### src/rtl/piso_tx.sv
// ---------------------------------------------------------------------------
// piso_tx -- parallel-in / serial-out transmitter with one-word holding slot.
//
// A word is taken on any rising edge where load_valid and load_ready are both
// high. An idle shifter loads the word directly. A busy shifter parks it in a
// holding register instead. Bits leave one per clock from the end of the
// shifter that MSB_FIRST selects. A held word follows the current one without
// any idle cycle between them.
//
// Parameters
//   WIDTH      word length in bits (2..32)
//   MSB_FIRST  1: MSB leaves first, 0: LSB leaves first
// Ports
//   clk         sole clock, rising edge
//   rst         asynchronous reset, active low
//   par_in      parallel word offered for transmission
//   load_valid  par_in holds a word to transmit
//   load_ready  a word can be taken this cycle (holding slot empty)
//   serial_out  current transmitted bit (0 while idle)
//   bit_valid   serial_out carries a data bit
//   first_bit   serial_out is the first bit of a word
//   last_bit    serial_out is the final bit of a word
//   busy        shifter transmitting or holding slot occupied
// ---------------------------------------------------------------------------
module piso_tx #(
    parameter int WIDTH     = 8,
    parameter bit MSB_FIRST = 1'b1
) (
    input  logic             clk,
    input  logic             rst,
    input  logic [WIDTH-1:0] par_in,
    input  logic             load_valid,
    output logic             load_ready,
    output logic             serial_out,
    output logic             bit_valid,
    output logic             first_bit,
    output logic             last_bit,
    output logic             busy
);

    localparam int              CW       = (WIDTH > 1) ? $clog2(WIDTH) : 1;
    localparam logic [CW-1:0]   CNT_LAST = CW'(WIDTH - 1);

    typedef enum logic {IDLE, SHIFT} state_t;

    state_t           state_reg;
    logic [WIDTH-1:0] shift_reg;
    logic [WIDTH-1:0] hold_reg;
    logic             hold_full_reg;
    logic [CW-1:0]    cnt_reg;

    logic [WIDTH-1:0] shift_next;
    logic             out_bit;
    logic             accept;
    logic             is_last;

    // Shift direction and output tap are fixed at elaboration time.
    generate
        if (MSB_FIRST) begin : g_msb
            assign shift_next = {shift_reg[WIDTH-2:0], 1'b0};
            assign out_bit    = shift_reg[WIDTH-1];
        end else begin : g_lsb
            assign shift_next = {1'b0, shift_reg[WIDTH-1:1]};
            assign out_bit    = shift_reg[0];
        end
    endgenerate

    // Readiness depends on registered state only, so load_valid never
    // reaches load_ready combinationally. A full slot also blocks the edge
    // that empties it.
    assign accept  = load_valid & ~hold_full_reg;
    assign is_last = (cnt_reg == CNT_LAST);

    always_ff @(posedge clk or negedge rst) begin
        if (!rst) begin
            state_reg     <= IDLE;
            shift_reg     <= '0;
            hold_reg      <= '0;
            hold_full_reg <= 1'b0;
            cnt_reg       <= '0;
        end else begin
            case (state_reg)
                IDLE: begin
                    if (accept) begin
                        shift_reg <= par_in;
                        cnt_reg   <= '0;
                        state_reg <= SHIFT;
                    end
                end
                SHIFT: begin
                    if (is_last) begin
                        cnt_reg <= '0;
                        if (hold_full_reg) begin
                            // Held word follows immediately.
                            shift_reg     <= hold_reg;
                            hold_full_reg <= 1'b0;
                        end else if (accept) begin
                            // Word taken on the final edge skips the slot.
                            shift_reg <= par_in;
                        end else begin
                            shift_reg <= '0;
                            state_reg <= IDLE;
                        end
                    end else begin
                        shift_reg <= shift_next;
                        cnt_reg   <= cnt_reg + CW'(1);
                        if (accept) begin
                            hold_reg      <= par_in;
                            hold_full_reg <= 1'b1;
                        end
                    end
                end
                default: state_reg <= IDLE;
            endcase
        end
    end

    // Outputs are decoded from registers only.
    assign load_ready = ~hold_full_reg;
    assign bit_valid  = (state_reg == SHIFT);
    assign serial_out = (state_reg == SHIFT) & out_bit;
    assign first_bit  = (state_reg == SHIFT) & (cnt_reg == '0);
    assign last_bit   = (state_reg == SHIFT) & is_last;
    assign busy       = (state_reg == SHIFT) | hold_full_reg;

endmodule

### config.mk
export PLATFORM = sky130hd
export DESIGN_NAME = piso_tx
export DESIGN_NICKNAME = d
export VERILOG_FILES = /design/src/rtl/piso_tx.sv
export SDC_FILE = /design/constraint.sdc
export NUM_CORES = 1
export LEC_CHECK = 0
export CAP_MARGIN = 20
export CORE_ASPECT_RATIO = 0.7
export CORE_MARGIN = 1
export CORE_UTILIZATION = 55
export DETAILED_ROUTE_END_ITERATION = 12
export PLACE_DENSITY_LB_ADDON = 0.3
export SKIP_LAST_GASP = 1
export SLEW_MARGIN = 20
export SYNTH_ARGS = -nofsm -noshare
export SYNTH_HDL_FRONTEND = slang
export SYNTH_SLANG_ARGS = --single-unit
export TNS_END_PERCENT = 100
### constraint.sdc
create_clock -name clk -period 4.32 [get_ports clk]
set_clock_uncertainty 0.05 [all_clocks]
set_input_delay 1.08 -clock clk [delete_from_list [all_inputs] [get_ports clk]]
set_output_delay 1.08 -clock clk [all_outputs]
set_load 0.01 [all_outputs]
==> impl_metrics.toml, run 1 <==
[run_status]
status = "finished clean"

[global_route]
grt_pass1_wl_mm = 3.19
antenna_found_initial = 0
grt_start_max_net_pins = 22
grt_pass1_vias = 679
grt_overflow = 0
grt_use_total_pct = 23.7

[routing]
drc_errors = 0
via_per_inst = 5.84
drt-pass1-iter-count = 4
drtAntennaViolNets = 0
drt_iter0_markers = 11
wire_per_inst_um = 15.7
finalWirelength_mm = 1.92
num_vias = 713

[critical_path]
cp.required_ns = 3.19
crit_start = "cnt_reg[1]"
path_class = "reg2out"
worstSetupEndpointType = "output port"
crit_fanout = 4
cp-start-kind = "flop"
r2r_start = "hold_full_reg"
critical_path_arrival_ns = 1.80

[clock_network]
clockRootBuffer = "clkbuf_4"
numCtsBuffers = 3
clk_pin_slew_ns = 0.11
clock-sinks = 21
cts.repair.resized = 0
cts.path.max_buffers = 2
cts_setup_buffers = 0
cts_tree = "yes"
worstSkewPairLatency_ns = 0.31
ctsHtreeMaxLevel = 1
holdBufCountCts = 0

[synth]
synth.distinct_cells = 27
syn_nets = 100
synthFlopType = "dfrtp_1"
synthCells = 85
synth_area_um2 = 1030
yosys_warnings = 0
ys_seq_area_share_pct = 50.9
synthArstFlopShare_pct = 100
synth-seq-cells = 21
synth_edf_count = 0
avgSynthCellArea_um2 = 12.1

[timing]
finalSetupTns_ns = 0
fin_crit_sh_pct = 67.8
maxSlewHeadroom_pct = 38.8
fmax_mhz = 341
drv_slew = 0
hold_viol = 0
setup_viol = 0
min_period_ns = 2.93
rsz0062_at_grt = "no"
tightest_slew_ns = 0.915

[floorplan]
die-area_um2 = 2060
row_count = 12
die_height_um = 38.2
initial_core_util_pct = 61.9
design.core.area_um2 = 1670
pin_count = 17
die_w_um = 53.8

[final_layout]
drive_above_1_share_pct = 16.8
nets = 117
syn_to_final_growth_pct = 18.4
final_cell_mix = "21 x dfrtp_1, 16 x clkdlybuf4s50_1, 9 x nor2_1"
layout_commonest_cell = "dfrtp_1"
num_antenna_cells = 0
n_fill_cell = 113
postLayoutCoreUtil_pct = 73.3

[pwr]
cellPowerDensity_nw_per_um2 = 687
leakage_nw = 0.528
peakVddDrop_mv = 0.387

[place]
place_hpwl_mm = 1.37
globalplace.congestion = 0.759
numPortBuffers = 16

[hold_path]
hp-class = "reg2reg"
hold_start = "shift_reg[7]"

[flow_run]
maxCapViolations = 0
[worst paths after layout]
kind / to / slack (ns) / cells after the start
worst max-delay path: last_bit / 1.39 / 5
worst min-delay path: shift_reg[7] / 0.45 / 1
worst max register to register: hold_reg[6] / 2.53 / 3
worst min register to register: shift_reg[7] / 0.45 / 1
max in group asynchronous: shift_reg[2] / 2.44 / 1
min in group asynchronous: hold_full_reg / 1.22 / 1
[logic make-up (layout without fill, tap and decap cells)]
kind of cell	count (synthesis)	in the layout	synth area share [%]
flops	21	21	50.9
simple gates	21	21	10.4
compound gates	21	21	17.1
fa+ha+maj	4	4	4.85
mux	9	9	12.6
buf+inv	9	25	4.12
[power by group]
group,internal [W],switching (W)
Combinational,0.000209,0.000172
Sequential,0.000293,0.0000723
Clock,0.0000346,0.0000588
[metal layers]
layer	vias to the layer above	wire [um]	global-route usage (%)
met3	4	137	8.73
met1	343	1010	34.0
li1	341	-	-
met4	0	19	7.89
met2	25	745	32.4
met5	-	0	0
[metrics by stage]
stage / total power, W / hold WS, ns / worst slack [ns] / instances / cell area, um2
6_report: 0.000840 / 0.447 / 1.39 / 122 / 1220
5_1_grt: 0.000910 / 0.480 / 1.27 / 122 / 1220
4_1_cts: 0.000848 / 0.451 / 1.38 / 122 / 1220
3_5_place_dp: 0.000748 / 0.416 / 1.43 / 118 / 1190
3_3_place_gp: 0.000731 / 0.417 / 1.47 / 118 / 1190
2_1_floorplan: 0.000635 / 0.399 / 2.19 / 85 / 1030
[final cells by class]
type                    instances  area [um2]  share of cell area [%]
inverters                       5        18.8                    1.54
clock inverters                 1        5.00                   0.409
well taps                      21        26.3                    2.15
flip-flops and latches         21         526                    43.0
clock buffers                   3        22.5                    1.84
multi-input cells              55         464                    38.0
repair buffers                 16         160                    13.1
[critical path: stages (launching register included)]
cell and delay [ns]:
dfrtp_1 0.39, ha_1 0.19, ha_1 0.22, nand2_1 0.08, inv_1 0.09, clkdlybuf4s50_1 0.53
[synth_stat cells (2+ instances only)]
cell type,instances,share of area (%)
inv_1,5,1.8
clkbuf_1,2,0.73
and2_1,2,1.2
ha_1,4,4.8
mux2_4,8,12
dfrtp_1,21,51
o2bb2ai_1,7,5.9
nor2_1,9,3.3
a221oi_1,7,5.9
nand2_1,3,1.1
No activity file was read; power rests on OpenSTA's default activity.
==> inputs of run 2 (changes only) <==
Settings changed: CORE_UTILIZATION 55 to 46.
Clock period 4.32 ns to 2.4 ns, I/O delays scaled along.
==> run 2 against run 1 <==
Total power is 80% higher. Core utilization down 9.9 points. Critical endpoint is now busy. Global-route usage decreased by 6.9 points. Non-clock buffer count up 3. Largest power group unchanged. Sequential cell count unchanged. Routed wire length decreased by 2.1%.
==> impl_metrics.toml, run 2 (synthesized netlist as in run 1, its figures left out) <==
[final_layout]
layout_commonest_cell = "dfrtp_1"
n_fill_cell = 162
final_cell_mix = "20 x dfrtp_1, 14 x clkdlybuf4s50_1, 9 x nor2_1"
nets = 120
stdcell_area_um2 = 1260
syn_to_final_growth_pct = 21.9
num_antenna_cells = 0
drive_above_1_share_pct = 20.2

[place]
numPortBuffers = 16
place_hpwl_mm = 1.25
globalplace.congestion = 0.743
place_area_um2 = 1220

[timing]
hold_viol = 0
fmax_mhz = 435
finalSetupTns_ns = 0
setup_viol = 0
maxSlewHeadroom_pct = 63.5
rsz0062_at_grt = "no"
fin_crit_sh_pct = 95.8
tightest_slew_ns = 0.547
min_period_ns = 2.30
drv_slew = 0

[clock_network]
holdBufCountCts = 0
worstSkewPairLatency_ns = 0.31
clk_pin_slew_ns = 0.12
cts_tree = "yes"
cts.path.max_buffers = 2
numCtsBuffers = 3
clock-sinks = 21
clockRootBuffer = "clkbuf_4"
ctsHtreeMaxLevel = 1

[routing]
num_vias = 689
wire_per_inst_um = 14.0
drt-pass1-iter-count = 4
finalWirelength_mm = 1.88
drtAntennaViolNets = 0
route.met3.wl_um = 74
drc_errors = 0
via_per_inst = 5.14
wl_met1_mm = 1.00
drt_iter0_markers = 12
route.met2.wl_um = 787
top_layer_used = "met4"

[global_route]
grt_pass1_vias = 652
grt_use_total_pct = 16.8
grt_pass1_wl_mm = 2.97
grt_overflow = 0
antenna_found_initial = 0
grt_start_max_net_pins = 22

[critical_path]
worstSetupEndpointType = "output port"
path_class = "reg2out"
cpPeakStageDelay_ns = 0.53
cp-start-kind = "flop"
cp_slowest_cell = "dfrtp_2"
cp_cell_sequence = "or2_2 > clkdlybuf4s50_1"
crit_fanout = 17
critical_path_arrival_ns = 1.65
critPathBufInv = 1
crit_family = "flip-flops"
cp.required_ns = 1.75

[floorplan]
die_w_um = 58.6
pin_count = 17
initial_core_util_pct = 52.0
row_count = 13
die_height_um = 41.6
design.core.area_um2 = 1980
die-area_um2 = 2440

[flow_run]
maxCapViolations = 0

[pwr]
peakVddDrop_mv = 0.684
leakage_nw = 0.563
cellPowerDensity_nw_per_um2 = 1200

[run_status]
status = "finished clean"

[hold_path]
hp-class = "reg2reg"
==> run 2: timing repair <==
item / 4_1_cts / 5_1_grt
buffers inserted: 1 / 0
endpoints found under the setup margin: 1 / 3
gates resized for setup: 1 / 2
gates cloned: 0 / 0
==> run 2: worst paths after layout <==
kind,start,to,slack (ns),depth (start not counted)
setup / recovery,bit_valid,busy,0.10,2
max in group asynchronous,rst,bit_valid,1.51,2
hold / removal,shift_reg[4],shift_reg[4],0.46,1
min in group asynchronous,rst,hold_reg[0],0.57,2
setup reg to reg,cnt_reg[0],shift_reg[7],0.70,5
hold reg to reg,shift_reg[4],shift_reg[4],0.46,1
==> run 2: through the flow <==
| step | utilization [%] | std cells | total power, W | worst slack, ns | hold WS, ns |
|---|---|---|---|---|---|
| after floorplan | - | 85 | 0.00114 | 0.755 | 0.254 |
| after global placement | 61.5 | 129 | 0.00133 | 0.351 | 0.419 |
| after detailed placement | 61.5 | 129 | 0.00135 | 0.311 | 0.424 |
| after CTS | 63.2 | 134 | 0.00153 | 0.0166 | 0.459 |
| after global routing | 63.4 | 134 | 0.00163 | 0.0567 | 0.484 |
| final | 63.4 | 134 | 0.00151 | 0.101 | 0.455 |
==> run 2: per-layer routing <==
layer  global-route usage (%)  vias up
li1                         -      345
met1                     25.3      331
met2                     23.2       11
met3                     6.54        2
met4                     2.86        0
met5                        0        -
==> run 2: report_power, final <==
part / switching [W] / leakage, nW / internal [W]
registers: 0.000118 / 0.247 / 0.000528
clock network: 0.000110 / 0.0177 / 0.0000623
logic: 0.000309 / 0.298 / 0.000387
total: 0.000537 / 0.563 / 0.000977
==> run 2: area by class of cell <==
class,count,area [um2],share of cell area [%]
flip-flops and latches,21,527,41.8
multi-input cells,55,464,36.9
repair buffers,19,184,14.6
well taps,30,37.5,2.98
clock buffers,3,22.5,1.79
inverters,5,18.8,1.49
clock inverters,1,5.00,0.398
==> run 2: worst register-to-register path, stage by stage (launching register included) <==
cell and delay (ns):
dfrtp_1 0.40, ha_1 0.22, ha_1 0.22, nor2b_1 0.45
a221oi_1 0.11, o2bb2ai_1 0.18
